--- config.mk ---
export PLATFORM = sky130hd
export DESIGN_NAME = sr_event_decoder
export DESIGN_NICKNAME = d
export VERILOG_FILES = /design/src/rtl/sr_event_decoder_pkg.sv /design/src/rtl/sr_event_decoder_fifo.sv /design/src/rtl/sr_event_decoder.sv
export SDC_FILE = /design/constraint.sdc
export NUM_CORES = 1
export LEC_CHECK = 0
export ABC_AREA = 1
export CAP_MARGIN = 20
export CORE_ASPECT_RATIO = 1.2
export CORE_MARGIN = 2
export CORE_UTILIZATION = 55
export CTS_BUF_LIST = sky130_fd_sc_hd__clkbuf_8
export CTS_CLUSTER_SIZE = 8
export DETAILED_ROUTE_END_ITERATION = 12
export PLACE_DENSITY = 0.93
export SLEW_MARGIN = 20
export SYNTH_ARGS = -nofsm -noshare
export SYNTH_HDL_FRONTEND = slang
export SYNTH_SLANG_ARGS = --single-unit
--- constraint.sdc ---
create_clock -name clk_i -period 4.55 [get_ports clk_i]
set_clock_uncertainty 0.05 [all_clocks]
set_input_delay 0.91 -clock clk_i [delete_from_list [all_inputs] [get_ports clk_i]]
set_output_delay 0.91 -clock clk_i [all_outputs]
set_load 0.01 [all_outputs]
--- src/rtl/sr_event_decoder_pkg.sv ---
// Shared types and constants for the set/reset event decoder.
package sr_pkg;

    typedef enum logic [1:0] {
        LO_IDLE = 2'b00,
        LO_PEND = 2'b01,
        HI_IDLE = 2'b10,
        HI_PEND = 2'b11
    } sr_dec_state_t;

    localparam logic EVT_SET   = 1'b1;
    localparam logic EVT_RESET = 1'b0;

    function automatic logic state_level(input sr_dec_state_t s);
        return (s == HI_IDLE) || (s == HI_PEND);
    endfunction

endpackage

--- src/rtl/sr_event_decoder_fifo.sv ---
// Two-entry, one-bit-wide event FIFO; a pop frees a slot for a same-cycle push.
module sr_evt_fifo (
    input  logic clk_i,
    input  logic rst_i,
    input  logic push_i,
    input  logic push_data_i,
    input  logic pop_i,
    output logic full_o,
    output logic empty_o,
    output logic head_o
);

    logic [1:0] mem_q, mem_d;
    logic       wr_q, wr_d;
    logic       rd_q, rd_d;
    logic [1:0] cnt_q, cnt_d;
    logic       do_push, do_pop;

    assign full_o  = (cnt_q == 2'd2);
    assign empty_o = (cnt_q == 2'd0);
    assign head_o  = mem_q[rd_q];
    assign do_pop  = pop_i && !empty_o;
    assign do_push = push_i && (!full_o || do_pop);

    for (genvar gi = 0; gi < 2; gi++) begin : g_entry
        assign mem_d[gi] = (do_push && (wr_q == 1'(gi))) ? push_data_i : mem_q[gi];
    end

    always_comb begin
        wr_d  = do_push ? ~wr_q : wr_q;
        rd_d  = do_pop  ? ~rd_q : rd_q;
        cnt_d = cnt_q;
        if (do_push && !do_pop) begin
            cnt_d = cnt_q + 2'd1;
        end else if (do_pop && !do_push) begin
            cnt_d = cnt_q - 2'd1;
        end
    end

    always_ff @(posedge clk_i) begin
        if (rst_i) begin
            mem_q <= '0;
            wr_q  <= 1'b0;
            rd_q  <= 1'b0;
            cnt_q <= '0;
        end else begin
            mem_q <= mem_d;
            wr_q  <= wr_d;
            rd_q  <= rd_d;
            cnt_q <= cnt_d;
        end
    end

endmodule

--- src/rtl/sr_event_decoder.sv ---
// Recovers set/reset events from a level input using a stability filter,
// emitting one-cycle pulses and queueing each event into a small buffer.
module sr_event_decoder
    import sr_pkg::*;
#(
    parameter int STABLE_CYCLES = 3,
    parameter int CNT_W         = 8
) (
    input  logic             clk_i,
    input  logic             rst_i,
    input  logic             d_i,
    input  logic             clr_i,
    output logic             q_o,
    output logic             s_o,
    output logic             r_o,
    output logic             evt_valid_o,
    output logic             evt_type_o,
    input  logic             evt_ready_i,
    output logic             ovf_o,
    output logic [CNT_W-1:0] evt_cnt_o
);

    localparam int               SC_W    = $clog2(STABLE_CYCLES + 1);
    localparam logic [SC_W-1:0]  SC_LAST = SC_W'(STABLE_CYCLES);
    localparam logic [CNT_W-1:0] CNT_MAX = '1;

    sr_dec_state_t    state_q, state_d;
    logic [SC_W-1:0]  cnt_q, cnt_d;
    logic             s_q, s_d, r_q, r_d;
    logic             ovf_q, ovf_d;
    logic [CNT_W-1:0] evt_cnt_q, evt_cnt_d;
    logic             level, differ, accept;
    logic             push, push_type, pop, fifo_full, fifo_empty, fifo_head;

    assign level  = state_level(state_q);
    assign differ = (d_i != level);

    // State register
    always_ff @(posedge clk_i) begin
        if (rst_i) begin
            state_q   <= LO_IDLE;
            cnt_q     <= '0;
            s_q       <= 1'b0;
            r_q       <= 1'b0;
            ovf_q     <= 1'b0;
            evt_cnt_q <= '0;
        end else begin
            state_q   <= state_d;
            cnt_q     <= cnt_d;
            s_q       <= s_d;
            r_q       <= r_d;
            ovf_q     <= ovf_d;
            evt_cnt_q <= evt_cnt_d;
        end
    end

    // Next state: count consecutive differing samples until the edge is accepted
    always_comb begin
        state_d = state_q;
        cnt_d   = cnt_q;
        accept  = 1'b0;
        case (state_q)
            LO_IDLE, HI_IDLE: begin
                if (differ) begin
                    if (STABLE_CYCLES == 1) begin
                        accept = 1'b1;
                    end else begin
                        cnt_d   = SC_W'(1);
                        state_d = level ? HI_PEND : LO_PEND;
                    end
                end
            end
            default: begin
                if (!differ) begin
                    cnt_d   = '0;
                    state_d = level ? HI_IDLE : LO_IDLE;
                end else if (cnt_q + 1'b1 == SC_LAST) begin
                    accept = 1'b1;
                end else begin
                    cnt_d = cnt_q + 1'b1;
                end
            end
        endcase
        if (accept) begin
            state_d = level ? LO_IDLE : HI_IDLE;
            cnt_d   = '0;
        end
    end

    // Outputs, event push and bookkeeping; clear wins over a coincident event
    always_comb begin
        s_d       = accept && !level;
        r_d       = accept && level;
        push      = accept;
        push_type = level ? EVT_RESET : EVT_SET;
        pop       = !fifo_empty && evt_ready_i;
        ovf_d     = ovf_q;
        evt_cnt_d = evt_cnt_q;
        if (push && fifo_full && !pop) begin
            ovf_d = 1'b1;
        end
        if (accept && (evt_cnt_q != CNT_MAX)) begin
            evt_cnt_d = evt_cnt_q + 1'b1;
        end
        if (clr_i) begin
            ovf_d     = 1'b0;
            evt_cnt_d = '0;
        end
    end

    sr_evt_fifo u_fifo (
        .clk_i       (clk_i),
        .rst_i       (rst_i),
        .push_i      (push),
        .push_data_i (push_type),
        .pop_i       (pop),
        .full_o      (fifo_full),
        .empty_o     (fifo_empty),
        .head_o      (fifo_head)
    );

    assign q_o         = level;
    assign s_o         = s_q;
    assign r_o         = r_q;
    assign evt_valid_o = !fifo_empty;
    assign evt_type_o  = fifo_head;
    assign ovf_o       = ovf_q;
    assign evt_cnt_o   = evt_cnt_q;

endmodule

* Word level (Yosys, flattened, before mapping)
Index checks and enable logic that the tools add are counted.
** Word-level totals
- Register bits :: 21
- Latch bits :: 0
- RAM bits :: 0
- Bits in read-only memories :: 0
- Input port bits :: 5
- Output and inout port bits :: 14
- Word-level logic and storage cells :: 75
- Memories :: 0
** Operators by class
- $add $sub $neg :: 4
- Multipliers :: 0
- Div/mod/pow operators :: 0
- Order comparisons :: 1
- Equal/unequal tests :: 10
- Shifts and indexed selects :: 0
- Mux-type cells :: 19
- Bitwise gates (word level) :: 2
- Reductions and logical operators :: 28
** Operator list (count)
- 2-bit 2-to-1 mux :: 13
- 1-bit logical AND :: 12
- 8-bit by 1-bit adder with 8-bit output (second input constant) :: 1
- 2-bit == test (second input constant) :: 4
- 8-bit inequality test (second input constant) :: 1
- 1-bit logical NOT :: 6
- 1-bit 2-to-1 mux :: 6
- 2-bit OR reduction :: 3
- 2-bit by 1-bit adder with 2-bit output (second input constant) :: 2
- 2-bit logical NOT :: 2
- 2-bit AND reduction :: 2
- 3-bit by 1-bit inequality test with 1-bit output (second input constant) :: 1
- 3-bit by 2-bit inequality test with 1-bit output (second input constant) :: 1
- 3-bit inequality test (second input constant) :: 1
- 1-bit logical OR :: 2
- 1-bit by 2-bit less-than comparator with 1-bit output (second input constant) :: 1
- 2-bit inequality test (second input constant) :: 1
- 1-bit inverter :: 2
- 2-bit nonzero test :: 1
- 2-bit by 1-bit subtractor with 2-bit output (second input constant) :: 1
- 1-bit inequality test :: 1

* Logic depth before layout (Yosys ltp)
- Depth after elaboration :: 10
- Mapped depth :: 9
- Depth with buffers taken out :: 9

* Cells and area by module
A second synthesis with hierarchy kept.
** Second synthesis, totals
- Cell total of the unflattened synthesis :: 172
- Area, all modules :: 1191.1 um^2
** By module, submodules not included
- sr_event_decoder :: instances 1, cells each 121, area each 864.6 um^2
- sr_evt_fifo :: instances 1, cells each 51, area each 326.6 um^2

* Worst setup path before layout
OpenSTA, ideal clock, no wires.
- Path kind :: input to register
- From :: input port evt_ready_i
- To :: register u_fifo.cnt_q[1]
- Arrival time :: 2.079 ns
- Data required time :: 4.378 ns
- Slack :: 2.299 ns
- Stages :: 7
- Cell sequence :: nor3_1 nor2_4 ha_1 a21oi_1 o21ai_0 o21ai_0 a21oi_1
** On the way
- Longest elaborated chain between the ends :: 7
- Elaborated cells between the ends (all ways) :: 10
- Those cells by class :: mux (1); reduce/logical (9)
** RTL lines
- start, declared :: line sr_event_decoder.sv:18 : input logic evt_ready_i,
- 1-bit logical AND (*) :: line sr_event_decoder.sv:96 : pop = !fifo_empty && evt_ready_i;
- 1-bit logical AND (*) :: line sr_event_decoder_fifo.sv:22 : assign do_pop = pop_i && !empty_o;
- 1-bit logical OR :: line sr_event_decoder_fifo.sv:23 : assign do_push = push_i && (!full_o || do_pop);
- 1-bit logical AND :: line sr_event_decoder_fifo.sv:23
- 1-bit logical NOT :: line sr_event_decoder_fifo.sv:35 : end else if (do_pop && !do_push) begin
- 1-bit logical AND :: line sr_event_decoder_fifo.sv:35
- 2-bit nonzero test (no source line)
- end signal, assigned :: line sr_event_decoder_fifo.sv:50 : cnt_q <= cnt_d;
- end, declared :: line sr_event_decoder_fifo.sv:16 : logic [1:0] cnt_q, cnt_d;
Mark *: on every way between the ends. The rest lies on a longest branch, timed or not.
A chain may end at the register's enable or synchronous reset.

* Worst setup path in the final report
Same ends and word-level chain as after synthesis.

==> impl_metrics.toml <==
[critical_path]
end_kind = "register"
critPathLaunchType = "input port"
r2r-start = "cnt_q[0]$_SDFFE_PP0P_"
worstSetupPathType = "in -> reg"
r2r_end = "u_fifo.cnt_q[1]$_SDFFE_PP0P_"
cp.arrival_ps = 2680
worst-r2r-cell-count = 9
required_ps = 4650
cp_max_fo = 5
reg2reg_slack_ps = 2630

[synthesis]
netlist_area_sq_um = 1070
yosys_warnings = 0
synth_nets = 159
ys_seq_elements = 21
avgSynthCellArea_sq_um = 7.15
synth_cells = 149
synth_cell_types = 20
seq_area_frac_synth_pct = 39.4

[grt]
grt_max_degree = 12
first_global_vias = 958
antenna_found_initial = 0
grt_pass1_wl_mm = 3.97
grt_overflow = 0
grtUsageTotal_pct = 23.4

[sta]
min_period_ps = 2570
setup_slack_ps = 1980
setup_viol = 0
hold_violations = 0
fmax_ghz = 0.389
relSlewSlack_pct = 66.0
timing.final.crit_share_pct = 56.5
final_max_slew_viol_count = 0
fin_setup_tns_ps = 0
grt_setup_unrepaired = "no"
tightest_slew_ps = 505

[floorplan]
num_io_pins = 19
die_area_sq_um = 2310
rows = 17
initial_core_util_pct = 58.3
core_sq_um = 1830
die_h_um = 52.2
die_x_um = 44.2

[power_and_ir_drop]
ir_worst_vdd_uv = 242
power.leakage_nw = 0.519
power_density_nw_per_um2 = 291

[status]
run_status = "finished, final reports clean"

[drt]
viasPerCell = 5.42
wl_met3_um = 95
detail_route.iter0.violations = 21
route.vias.total = 1025
top_layer = "met4"
wl_met1_um = 992
ant_nets = 0
wl_per_cell_um = 12.2
firstDrtPassIters = 5
drc = 0
wl_mm = 2.30
wl_met2_mm = 1.16

[clock_tree]
cts_buffer_depth = 2
numCtsBuffers = 3
post_cts_buffers = 0
cts_tree = "yes"
clk_latency_ps = 260
clock-sinks = 21
ctsHoldBuffers = 0
cts_resized = 0
cts.reportedPaths.clkPinSlew_ps = 80
htreeDepth = 1
cts_root_buf = "clkbuf_8"

[layout]
area_growth_pct = 23.0
layout.nets = 181
drive_above_1_share_pct = 6.47
layout_commonest_cell = "nand2_1"
layout_common_cells = "nand2_1, dfxtp_1, nor2_1, inv_1, clkdlybuf4s50_1"
n_antenna_cell = 0

[min_path]
min_from = "u_fifo.mem_q[1]$_SDFFE_PP0P_"
worstHoldPathCells = 2
hold_path.class = "reg -> reg"
hold-path-endpoint = "u_fifo.mem_q[1]$_SDFFE_PP0P_"

[placement]
dp_slack_ps = 1710
hpwl_mm = 1.77
gp_congestion = 0.837
io_buffer_count = 18

[flow_run]
cap_violations = 0
## through the flow
| stage | cell area (sq um) | utilization [%] | total power, mW | std cells | hold slack (ps) |
|---|---|---|---|---|---|
| final | 1310 | 71.7 | 0.382 | 189 | 448 |
| after floorplan | 1070 | - | 0.243 | 149 | 402 |
| after global routing | 1310 | 71.7 | 0.400 | 189 | 484 |
| after CTS | 1310 | 71.7 | 0.381 | 189 | 447 |
| after detailed placement | 1270 | 69.2 | 0.264 | 185 | 433 |
| after global placement | 1270 | 69.2 | 0.260 | 185 | 416 |
## logic make-up (layout without fill, tap and decap cells)
kind of cell	Yosys count	in the layout	synth area share [%]
buffers and inverters	19	40	6.69
xor gates and xnor gates	3	3	2.47
DFF	21	21	39.4
AOI/OAI and AO/OA	25	25	12.0
and+or+nand+nor	76	76	33.6
adders and majority gates	5	5	5.87
## layout make-up
type                    count  area [sq um]
fillers                   134           518
repair buffers             18           180
clock inverters             1          3.75
flip-flops and latches     21           420
clock buffers               3          41.3
well taps                  19          23.8
multi-input cells         109           574
inverters                  18          67.6
## per-layer routing
metal	global-route usage [%]	vias to the layer above
met2	43.4	40
met3	4.48	7
met1	24.6	460
met4	11.1	0
li1	-	518
met5	0	-
## critical path: stages
cell and delay, ps:
clkdlybuf4s50_1 420, nor3_1 440, nor2_4 100, ha_1 340
a21oi_1 120, o21ai_0 120, o21ai_0 170, a21oi_1 60
## power breakdown
part / leakage (nW) / internal [mW] / switching, mW
clock network: 0.0269 / 0.0602 / 0.0605
logic: 0.322 / 0.0239 / 0.0372
registers: 0.170 / 0.192 / 0.00760
## flip-flops by register name, summed over array words and instances (netlist names)
name	count
cnt_q	2
evt_cnt_o	8
ovf_o	1
r_o	1
s_o	1
state_q	2
u_fifo.cnt_q	2
u_fifo.mem_q	2
u_fifo.rd_q	1
u_fifo.wr_q	1
## Yosys cell counts, drive strengths merged
library cell	number	area share, %
a21oi	13	6.1
clkbuf	1	0.35
dfxtp	21	39
ha	5	5.9
inv	18	6.3
nand2	40	15
nand3	8	4.2
nand3b	1	0.70
nand4	1	2.0
nor2	23	10
nor3	3	1.4
o211ai	1	0.70
o21ai	11	5.2
xnor2	2	1.6
xor2	1	0.82
## how the worst max path moves through the flow
stage,depth (start not counted),slack (ps),start,to
after floorplan,7,2300,evt_ready_i,u_fifo.cnt_q[1]$_SDFFE_PP0P_
after global placement,8,1810,evt_ready_i,u_fifo.cnt_q[1]$_SDFFE_PP0P_
after detailed placement,8,1710,evt_ready_i,u_fifo.cnt_q[1]$_SDFFE_PP0P_
after CTS,8,1990,evt_ready_i,u_fifo.cnt_q[1]$_SDFFE_PP0P_
after global routing,8,1810,evt_ready_i,u_fifo.cnt_q[1]$_SDFFE_PP0P_
final,8,1980,evt_ready_i,u_fifo.cnt_q[1]$_SDFFE_PP0P_
(Power assumes the default switching activity.)
